===== src/rtl/seq11_pattern_tx_if.sv =====
// Request/stream bundle between a frame requester and the "11" pattern transmitter.
// The master drives the frame request; the slave (transmitter) drives the stream and status.
interface seq11_pattern_tx_if #(
   parameter int WIDTH = 8,
   parameter int LEN_W = 4,
   parameter int CNT_W = 3
);
   logic             start;
   logic [WIDTH-1:0] pat;
   logic [LEN_W-1:0] len;
   logic             x;
   logic             x_valid;
   logic             busy;
   logic             done;
   logic [CNT_W-1:0] exp_cnt;

   modport master (output start, pat, len, input x, x_valid, busy, done, exp_cnt);
   modport slave  (input start, pat, len, output x, x_valid, busy, done, exp_cnt);
endinterface


===== src/rtl/seq11_pattern_tx.sv =====
// Serial pattern transmitter feeding the "11" detector, LSB first, one bit per clock.
// Alongside the stream it keeps the golden count of overlapping "11" pairs sent in the frame.
module seq11_pattern_tx #(
   parameter int WIDTH = 8,
   parameter int LEN_W = 4,
   parameter int CNT_W = 3
) (
   input logic             clk,
   input logic             rst_b,
   seq11_pattern_tx_if.slave bus
);
   typedef enum logic [1:0] {IDLE, SHIFT, DONE} state_t;

   localparam logic [CNT_W-1:0] CNT_MAX = '1;
   localparam logic [LEN_W-1:0] LEN_MAX = LEN_W'(WIDTH);

   state_t           state;
   logic [WIDTH-1:0] shift_reg;
   logic [LEN_W-1:0] bits_left;
   logic             prev;
   logic             x_q;
   logic             x_valid_q;
   logic             busy_q;
   logic             done_q;
   logic [CNT_W-1:0] exp_cnt_q;
   logic [LEN_W-1:0] eff_len;

   always_comb begin
      eff_len = bus.len;
      if (bus.len > LEN_MAX) eff_len = LEN_MAX;
   end

   // The first bit is loaded onto x at the accepting edge so it appears one cycle
   // after start; bits_left counts the bits still waiting behind the one on x.
   // Each bit is scored against prev at the edge that ends its cycle.
   always_ff @(posedge clk or negedge rst_b) begin
      if (!rst_b) begin
         state     <= IDLE;
         shift_reg <= '0;
         bits_left <= '0;
         prev      <= 1'b0;
         x_q       <= 1'b0;
         x_valid_q <= 1'b0;
         busy_q    <= 1'b0;
         done_q    <= 1'b0;
         exp_cnt_q <= '0;
      end else begin
         case (state)
            IDLE: begin
               x_q       <= 1'b0;
               x_valid_q <= 1'b0;
               busy_q    <= 1'b0;
               done_q    <= 1'b0;
               if (bus.start) begin
                  exp_cnt_q <= '0;
                  prev      <= 1'b0;
                  shift_reg <= bus.pat >> 1;
                  if (eff_len == '0) begin
                     state     <= DONE;
                     done_q    <= 1'b1;
                     bits_left <= '0;
                  end else begin
                     state     <= SHIFT;
                     x_q       <= bus.pat[0];
                     x_valid_q <= 1'b1;
                     busy_q    <= 1'b1;
                     bits_left <= eff_len - 1'b1;
                  end
               end
            end
            SHIFT: begin
               if (x_q && prev && (exp_cnt_q != CNT_MAX)) exp_cnt_q <= exp_cnt_q + 1'b1;
               prev <= x_q;
               if (bits_left == '0) begin
                  state     <= DONE;
                  x_q       <= 1'b0;
                  x_valid_q <= 1'b0;
                  busy_q    <= 1'b0;
                  done_q    <= 1'b1;
               end else begin
                  x_q       <= shift_reg[0];
                  shift_reg <= shift_reg >> 1;
                  bits_left <= bits_left - 1'b1;
               end
            end
            DONE: begin
               state  <= IDLE;
               done_q <= 1'b0;
            end
            default: begin
               state     <= IDLE;
               x_q       <= 1'b0;
               x_valid_q <= 1'b0;
               busy_q    <= 1'b0;
               done_q    <= 1'b0;
            end
         endcase
      end
   end

   assign bus.x       = x_q;
   assign bus.x_valid = x_valid_q;
   assign bus.busy    = busy_q;
   assign bus.done    = done_q;
   assign bus.exp_cnt = exp_cnt_q;
endmodule


===== src/flat_wrapper.sv =====
// flat-port wrapper written by rule: the top's interface ports become plain ports
module seq11_pattern_tx_flat 
#(
   parameter int WIDTH = 8,
   parameter int LEN_W = 4,
   parameter int CNT_W = 3
)
  (clk, rst_b, bus_start, bus_pat, bus_len, bus_x, bus_x_valid, bus_busy, bus_done, bus_exp_cnt);
  seq11_pattern_tx_if #(.WIDTH(WIDTH), .LEN_W(LEN_W), .CNT_W(CNT_W)) bus_i ();
  input logic clk;
  input logic rst_b;
  input wire logic [$bits(bus_i.start)-1:0] bus_start;
  input wire logic [$bits(bus_i.pat)-1:0] bus_pat;
  input wire logic [$bits(bus_i.len)-1:0] bus_len;
  output wire logic [$bits(bus_i.x)-1:0] bus_x;
  output wire logic [$bits(bus_i.x_valid)-1:0] bus_x_valid;
  output wire logic [$bits(bus_i.busy)-1:0] bus_busy;
  output wire logic [$bits(bus_i.done)-1:0] bus_done;
  output wire logic [$bits(bus_i.exp_cnt)-1:0] bus_exp_cnt;
  assign bus_i.start = bus_start;
  assign bus_i.pat = bus_pat;
  assign bus_i.len = bus_len;
  assign bus_x = bus_i.x;
  assign bus_x_valid = bus_i.x_valid;
  assign bus_busy = bus_i.busy;
  assign bus_done = bus_i.done;
  assign bus_exp_cnt = bus_i.exp_cnt;
  seq11_pattern_tx #(.WIDTH(WIDTH), .LEN_W(LEN_W), .CNT_W(CNT_W)) u_core (.clk(clk), .rst_b(rst_b), .bus(bus_i));
endmodule

===== config.mk =====
export PLATFORM = sky130hd
export DESIGN_NAME = seq11_pattern_tx_flat
export DESIGN_NICKNAME = d
export VERILOG_FILES = /design/src/rtl/seq11_pattern_tx_if.sv /design/src/rtl/seq11_pattern_tx.sv /design/src/flat_wrapper.sv
export SDC_FILE = /design/constraint.sdc
export NUM_CORES = 1
export LEC_CHECK = 0
export BUFFER_PORTS_ARGS = -buffer_cell sky130_fd_sc_hd__buf_2
export CAP_MARGIN = 20
export CORE_ASPECT_RATIO = 1.4
export CORE_UTILIZATION = 45
export CTS_BUF_LIST = sky130_fd_sc_hd__clkbuf_2 sky130_fd_sc_hd__clkbuf_4 sky130_fd_sc_hd__clkbuf_8
export CTS_CLUSTER_SIZE = 24
export DETAILED_ROUTE_END_ITERATION = 8
export GPL_ROUTABILITY_DRIVEN = 0
export PLACE_DENSITY = 0.67
export SYNTH_ARGS = -nofsm -noshare
export SYNTH_HDL_FRONTEND = slang
export SYNTH_SLANG_ARGS = --single-unit

===== constraint.sdc =====
create_clock -name clk -period 1.9 [get_ports clk]
set_clock_uncertainty 0.05 [all_clocks]
set_input_delay 0.095 -clock clk [delete_from_list [all_inputs] [get_ports clk]]
set_output_delay 0.095 -clock clk [all_outputs]
set_load 0.03 [all_outputs]

Yosys cells after proc, flatten, opt, wreduce, memory -nomap -nowiden
Cells that the tools add are included.
{"block": "totals", "regBits": 21, "input_bits": 15, "output_inout_bits": 7, "elab_cells": 60}
{"block": "classes", "add_sub_neg": 3, "magnitude_cmp": 1, "n_eq_ne": 7, "mux": 29, "bitwise_logic": 1, "n_reduce_logical": 11}
{"op": "4-bit two-way mux", "n": 4}
{"op": "8-bit two-way mux", "n": 2}
{"op": "8-bit case mux with 2 select lines", "n": 1}
{"op": "1-bit two-way mux", "n": 10}
{"op": "4-bit logical NOT", "n": 2}
{"op": "4-bit case mux with 2 select lines", "n": 1}
{"op": "4-bit by 1-bit subtractor with 4-bit output, second input constant", "n": 2}
{"op": "2-bit two-way mux", "n": 3}
{"op": "3-bit two-way mux", "n": 2}
{"op": "1-bit case mux with 3 select lines", "n": 2}
{"op": "3-bit case mux with 2 select lines", "n": 1}
{"op": "2-bit AND reduction", "n": 3}
{"op": "3-bit AND reduction", "n": 2}
{"op": "4-bit greater-than comparator, second input constant", "n": 1}
{"op": "2-bit by 1-bit != test with 1-bit output, second input constant", "n": 2}
{"op": "2-bit != test, second input constant", "n": 2}
{"op": "1-bit case mux with 2 select lines", "n": 2}
{"op": "2-bit case mux with 2 select lines", "n": 1}
{"op": "3-bit by 1-bit adder with 3-bit output, second input constant", "n": 1}
{"op": "3-bit != test, second input constant", "n": 1}
{"op": "2-bit by 1-bit == test with 1-bit output, second input constant", "n": 1}
{"op": "2-bit == test, second input constant", "n": 1}
{"op": "1-bit logical AND", "n": 2}
{"op": "2-bit logical NOT", "n": 1}
{"op": "2 further kinds", "n": 2}

Logic depth before layout (Yosys ltp)
Gate-level depths: netlist of the first run.
{"block": "depth", "ltp_word": 6, "depth_mapped": 5}

Least setup slack after synthesis of the first run
No wires, ideal clock.
{"block": "synth_path", "kind": "register -> register", "start": "reg u_core.bits_left[0]", "end": "reg u_core.shift_reg[3]", "t_arrival_ps": 1395, "required_ps": 1725, "setup_slack_ps": 331, "stages_incl_launch_ff": 6, "synth_period_minus_slack_ps": 1569, "cell_sequence": "dfrtp_1 -> inv_1 -> ha_1 -> and4bb_4 -> nor2_4 -> mux2_2"}
{"block": "synth_via", "elab_chain_len": 3}
{"item": "start, declared", "line_no": "seq11_pattern_tx.sv:19", "text": "logic [LEN_W-1:0] bits_left;"}
{"item": "start signal, assigned", "line_no": "seq11_pattern_tx.sv:67", "text": "bits_left <= eff_len - 1'b1;"}
{"item": "start signal, assigned", "line_no": "seq11_pattern_tx.sv:83", "text": "bits_left <= bits_left - 1'b1;"}
{"item": "4-bit logical NOT", "line_no": "seq11_pattern_tx.sv:74", "text": "if (bits_left == '0) begin"}
{"item": "2-bit != test (no source line)"}
{"item": "3-bit AND reduction (no source line)"}
{"item": "end signal, assigned", "line_no": "seq11_pattern_tx.sv:57", "text": "shift_reg <= bus.pat >> 1;"}
{"item": "end signal, assigned", "line_no": "seq11_pattern_tx.sv:82", "text": "shift_reg <= shift_reg >> 1;"}
{"item": "end, declared", "line_no": "seq11_pattern_tx.sv:18", "text": "logic [WIDTH-1:0] shift_reg;"}
Every way passes these cells.
A chain may end at the register's enable or synchronous reset.

Worst setup path after layout of the first run
{"block": "layout_path", "start": "reg u_core.bits_left[0]", "end": "reg u_core.shift_reg[4]"}
The elaborated chain is that of the path after synthesis.

==> results of run 1 <==
==> per-stage QoR <==
step                      total power, mW  cells
after floorplan                      1.72     96
after detailed placement             1.92    148
after global placement               1.88    148
after global routing                 2.41    155
final                                2.28    155
after CTS                            2.29    155
==> layout by cell type (no fill, tap or decap), types with 2 or more instances in the layout <==
| master | instances |
|---|---|
| buf_2 | 21 |
| buf_4 | 2 |
| clkbuf_4 | 3 |
| dfrtp_1 | 20 |
| dlygate4sd3_1 | 3 |
| ha_1 | 3 |
| inv_1 | 7 |
| mux2_2 | 6 |
| mux2_4 | 6 |
| mux2i_1 | 5 |
| nand2_1 | 5 |
| nand4b_1 | 2 |
| nor2_1 | 2 |
| nor3_1 | 3 |
| nor3b_1 | 2 |
| o21ai_0 | 3 |
| o22ai_1 | 2 |
==> synthesized netlist by cell type, drive strengths merged, types with 2 or more instances <==
master | number | share of area [%]
nand2b | 2 | 1.7
dfrtp | 20 | 43
nor3 | 3 | 1.3
nand4b | 2 | 1.5
mux2i | 5 | 4.3
a22o | 2 | 1.6
mux2 | 12 | 13
or3b | 2 | 1.5
nor2b | 2 | 1.7
nand2 | 5 | 1.6
buf | 5 | 4.5
inv | 7 | 2.2
o22ai | 2 | 1.1
o21ai | 3 | 1.3
nor3b | 2 | 1.3
ha | 3 | 3.2
nor2 | 4 | 2.1
==> path summary, 6_finish.rpt <==
| kind | slack (ps) | to |
|---|---|---|
| max | 170 | u_core.shift_reg[4]$_DFFE_PN0P_ |
| min | 50 | u_core.state[0]$_DFFE_PN0P_ |
| max reg2reg | 170 | u_core.shift_reg[4]$_DFFE_PN0P_ |
| min reg2reg | 470 | u_core.bus.exp_cnt[0]$_DFFE_PN0P_ |
| max in group asynchronous | 1260 | u_core.shift_reg[1]$_DFFE_PN0P_ |
| min in group asynchronous | 210 | u_core.bus.x$_DFFE_PN0P_ |
==> power by group <==
group          leakage (nW)  switching [mW]  internal (mW)
logic                 0.400           0.563          0.591
registers             0.249           0.151          0.615
clock network        0.0279           0.145          0.213
==> layout make-up <==
| cell class | count | area, um2 |
|---|---|---|
| fillers | 229 | 1050 |
| multi-input cells | 64 | 591 |
| repair buffers | 26 | 150 |
| flip-flops and latches | 20 | 500 |
| clock buffers | 3 | 22.5 |
| well taps | 34 | 42.5 |
| clock inverters | 1 | 30.0 |
| inverters | 7 | 26.3 |
==> routing by layer <==
| metal | GRT usage [%] | wire (um) | vias up |
|---|---|---|---|
| met4 | 9.09 | 51 | 0 |
| met3 | 3.49 | 51 | 4 |
| met5 | 0 | 0 | - |
| li1 | - | - | 403 |
| met1 | 26.1 | 1060 | 393 |
| met2 | 27.5 | 1120 | 17 |
==> kinds of logic (layout without fill, tap and decap cells) <==
| family | Yosys count | in the layout | synth area share, % |
|---|---|---|---|
| DFF | 20 | 20 | 42.8 |
| AOI/OAI and AO/OA | 18 | 18 | 12.5 |
| adders and majority gates | 3 | 3 | 3.21 |
| and+or+nand+nor | 26 | 26 | 17.0 |
| muxes | 17 | 17 | 17.8 |
| buffers and inverters | 12 | 37 | 6.74 |
==> worst register-to-register path, cell delays in order (launching register included) <==
cell and delay, ps:
dfrtp_1 380, inv_1 70, ha_1 240, and4bb_4 240, nor2_4 280, mux2_2 380
==> summary.md, run 1 <==
| Metric | Value |
|---|---|
| Mapped cell area | about 1200 um2 |
| Hold WS | around 49 ps |
| Delay-heaviest family, CP | simple AND/OR/NAND/NOR gates |
| CTS clk-pin slew, worst paths | about 120 ps |
| Critical Path Stages | 5 |
| Ys Warns | 0 |
| Area grow syn2layout | 16.5% |
| P per Cell Area | roughly 1700 nW/um2 |
| Register area share after synthesis | 42.8% |
| Nets | 140 |
| Syn nets | 114 |
| # Post-CTS Setup Buffers | 0 |
| Die H | 62.3 um |
| Relative slew slack | around 65% |
| CTS buffer count | 3 |
| GRT Resource Usage Total | 18.8% |
| Worst Tran Pin Value | just over 500 ps |
| Routed length per placed instance | between 10 and 15 um |
| Syn_area_per_cell | ~12 um2 |
| Fin crit share | 91.2% |
| Total wire length | around 2.3 mm |
| Max Cap Viol | 0 |
| Hold depth | 3 |
| Initial DRC Count | 8 |
| Post-detail-place hpwl | 1.64 mm |
| Critical path startpoint | u_core.bits_left[0]$_DFFE_PN0P_ |
| Initial antenna violation count | 0 |
| Crit-path max cell delay | 380 ps |
| Cts repair resizes | 0 |
| Fin. Hold Viols | 0 |
| Worst-path fanout max | 9 |
| Port bufs | 21 |
| Fmax | ~580 MHz |
| Worst path arrival time | 1900 ps |
| DR pass1 iterations | 4 |
| Clk buf depth | 2 |
| Final instance area | ~1400 um2 |
| CP Capture Type | register |
| VDD IR max | roughly 0.00073 V |
| Crit start category | register |
| Post-DR vias/cell | 5.27 |
| Boundary pin count | 22 |
| Slew Viols, Final | 0 |
| Cells after synthesis | 96 |
| CTS H-Tree Depth | 1 |
| Remaining DRCs | 0 |
| First-pass GRT wire length | between 3 and 4 mm |
| Slowest stage cell, crit path | dfrtp_1 |
| Antenna Nets Post-Route | 0 |
| Worst r2r src | u_core.bits_left[0]$_DFFE_PN0P_ |
| Pin count of the biggest net entering global routing | 21 |
| Crit-path cells | inv_1 > ha_1 > and4bb_4 > nor2_4 > mux2_2 |
| CTS tree | built |
| # diodes | 0 |
| Grt total ovfl | 0 |
| HP Start | bus_len[2] |
| Clock Latency Late Sink | between 300 and 400 ps |
| Asr flop ratio synth | 100% |
| Die X-Extent | between 40 and 50 um |
| Site Rows | 21 |
| CTS hold repair buffers | 3 |
| Min cycle time layout | 1730 ps |
| Initial Util | just under 50% |
| RSZ-0062 raised after global routing | no |
| Number of flip-flops in the largest register | 7 |
| Worst reg2reg path depth | 5 |
| Required time of the worst setup path | about 2100 ps |
| Kind of critical path | reg2reg |
| Buffer and inverter count on the worst path | 1 |
| Clock sinks | 20 |
| Clock root cell | clkbuf_4 |
| DR vias | between 800 and 900 |
| Status | complete, no violations |
| Layout cell share with drive strength beyond 1 | 41.3% |
| Dpl cell area | approximately 1300 um2 |
| Vias in the first global route | approximately 800 |
| Number of synthesized flops with an enable pin | 0 |
| Post-synth cell types | 40 |
| TNS Setup | 0 ps |
| Final setup fails | 0 |
| #FFs+latches synth | 20 |
| Post-layout util | 56.4% |
| Ys flop type | dfrtp_1 |
| Die ar. | 2810 um2 |
| Class of the worst hold path | in2reg |
| PnR worst setup slack | 167 ps |
| Core box area | between 2000 and 2500 um2 |
| Lkg Pwr | 0.677 nW |
| Pre-CTS WS | around 210 ps |
No activity file was read; power rests on OpenSTA's default activity.
==> inputs of run 2 (changes only) <==
Settings changed: PLACE_DENSITY 0.67 to 0.64.
==> run 2 against run 1 <==
Net effect: critical path depth unchanged; worst hold slack improved by 28 ps; global-route usage down 0.60 points; combinational power barely moved; count of clock-buffer cells in the layout did not move; first-iteration DRC count grew 38%; final cell count decreased by 0.65%; flip-flop and latch count did not move; sequential power is essentially flat; maximum frequency up 1.2%; sequential share of layout area up 0.83 points; register-to-register slack gained 20 ps; largest cell class unchanged.
==> summary.md, run 2 (synthesis gave the netlist of run 1 again) <==
| Metric | Value |
|---|---|
| CTS H-Tree Depth | 1 |
| Post-detail-place hpwl | approximately 1.7 mm |
| Die H | ~62 um |
| Slowest stage cell, crit path | mux2_2 |
| Post-DR vias/cell | 5.39 |
| GRT Resource Usage Total | between 10% and 20% |
| # diodes | 0 |
| Initial DRC Count | 11 |
| Clock Latency Late Sink | about 300 ps |
| Fin. Hold Viols | 0 |
| Worst path arrival time | around 1900 ps |
| Antenna Nets Post-Route | 0 |
| Die X-Extent | 45.1 um |
| Fmax | just under 600 MHz |
| Post-layout util | 55.1% |
| Grt total ovfl | 0 |
| Die ar. | around 2800 um2 |
| Layout cell share with drive strength beyond 1 | between 40% and 50% |
| Highest metal used | met4 |
| Routed wl met2 | approximately 1.2 mm |
| TNS Setup | 0 ps |
| Initial antenna violation count | 0 |
| Fin crit share | 90.1% |
| Crit-path max cell delay | about 370 ps |
| Status | complete, no violations |
| Int Power | 1.28 mW |
| Lkg Pwr | roughly 0.66 nW |
| NetSw | 0.833 mW |
| Sequential share of power | 36.2% |
| Remaining DRCs | 0 |
| Commonest non-fill, non-tap cell in the layout | buf_2 |
| Routed length per placed instance | around 15 um |
| Area grow syn2layout | 13.9% |
| Filler cell count | roughly 260 |
| Clock sinks | 20 |
| Vias in the first global route | roughly 850 |
| Met1 WL | ~1.0 mm |
| Kind of critical path | reg2reg |
| Nets | between 100 and 150 |
| Worst r2r src | u_core.bits_left[0]$_DFFE_PN0P_ |
| Site Rows | 21 |
| Core box area | between 2000 and 2500 um2 |
| Required time of the worst setup path | between 2000 and 2500 ps |
| DR vias | 830 |
| Switching share of total power | between 30% and 40% |
| Initial Util | around half |
| Class of the worst hold path | in2reg |
| WL met3 | ~40 um |
| Max Cap Viol | 0 |
| Hold depth | 3 |
| Min cycle time layout | approximately 1700 ps |
| VDD IR max | approximately 0.00072 V |
| Worst Tran Pin Value | around 440 ps |
| Buffer and inverter count on the worst path | 1 |
| Crit start category | register |
| Slew Viols, Final | 0 |
| R2r endpoint | u_core.shift_reg[5]$_DFFE_PN0P_ |
| Total design power | around 2.1 mW |
| Total wire length | ~2.3 mm |
| Clock root cell | clkbuf_4 |
| Clock power share | a little under a tenth |
| DR pass1 iterations | 4 |
| Most frequent cells in the layout | buf_2 (21), dfrtp_1 (20), inv_1 (7) |
| # Post-CTS Setup Buffers | 0 |
| Combinational Power Share | between 50 and 60% |
| Port bufs | 21 |
| CTS buffer count | 3 |
| First-pass GRT wire length | 3.80 mm |
| CTS tree | built |
| Delay-heaviest family, CP | simple AND/OR/NAND/NOR gates |
| Clk buf depth | 2 |
| P per Cell Area | around 1600 nW/um2 |
| Boundary pin count | 22 |
| RSZ-0062 raised after global routing | no |
| CTS clk-pin slew, worst paths | approximately 110 ps |
| Worst reg2reg path depth | 5 |
| Min-Delay Endpoint | u_core.state[0]$_DFFE_PN0P_ |
| HP Start | bus_len[2] |
| Relative slew slack | 70.1% |
| Number of flip-flops in the largest register | 7 |
| Crit-path cells | inv_1 > ha_1 > and4bb_4 > nor2_4 > mux2_2 |
| Pin count of the biggest net entering global routing | 21 |
| Final setup fails | 0 |
| CP Capture Type | register |
| Worst-path fanout max | 9 |
| Reg-to-reg slack, setup | roughly 190 ps |
==> run 2: cell types whose count changed in the layout (fill, tap and decap cells not counted), sizes merged <==
| cell | change |
|---|---|
| bufinv | -1 |
==> run 2: area by class of cell <==
type,count,area (um2),area share [%]
multi-input cells,64,591,44.3
flip-flops and latches,20,500,37.6
repair buffers,26,150,11.3
well taps,34,42.5,3.19
inverters,7,26.3,1.97
clock buffers,3,22.5,1.69
==> run 2: metal layers <==
metal | up-vias | global-route usage [%]
li1 | 398 | -
met1 | 414 | 24.1
met2 | 14 | 29.3
met3 | 4 | 1.74
met4 | 0 | 7.58
met5 | - | 0
==> run 2: worst max path at each step <==
stage                                     from                         endpoint  slack [ps]  cells past startpoint
5_1_grt        u_core.bits_left[0]$_DFFE_PN0P_  u_core.shift_reg[5]$_DFFE_PN0P_         120                      5
4_1_cts        u_core.bits_left[0]$_DFFE_PN0P_  u_core.shift_reg[5]$_DFFE_PN0P_         190                      5
3_5_place_dp   u_core.bits_left[0]$_DFFE_PN0P_  u_core.shift_reg[5]$_DFFE_PN0P_         210                      5
2_1_floorplan  u_core.bits_left[0]$_DFFE_PN0P_  u_core.shift_reg[3]$_DFFE_PN0P_         330                      5
6_report       u_core.bits_left[0]$_DFFE_PN0P_  u_core.shift_reg[5]$_DFFE_PN0P_         190                      5
3_3_place_gp   u_core.bits_left[0]$_DFFE_PN0P_  u_core.shift_reg[3]$_DFFE_PN0P_         240                      5
==> run 2: worst reg2reg max path: stages, from the launching register on <==
cell and delay, ps:
dfrtp_1 360, inv_1 60, ha_1 240, and4bb_4 240
nor2_4 290, mux2_2 370
==> run 2: power groups by stage <==
stage          Combinational (mW)  Clock, mW  Sequential [mW]
6_report                     1.14      0.202            0.763
5_1_grt                      1.25      0.226            0.787
4_1_cts                      1.16      0.206            0.765
3_5_place_dp                 1.15          0            0.773
3_3_place_gp                 1.13          0            0.762
2_1_floorplan               0.900          0            0.817
==> run 2: timing repair <==
| action | in CTS | in global routing |
|---|---|---|
| hold buffers | 3 | 0 |
| gates resized for setup | 0 | 0 |
| endpoints found under the hold margin | 22 | 0 |
==> run 2: through the flow <==
stage	cells	hold slack, ps	worst slack [ps]	instance area, um2
2_1_floorplan	96	-251	331	1170
3_3_place_gp	148	20.1	242	1280
3_5_place_dp	148	24.1	210	1280
4_1_cts	154	79.4	189	1330
5_1_grt	154	89.0	119	1330
6_report	154	76.3	188	1330
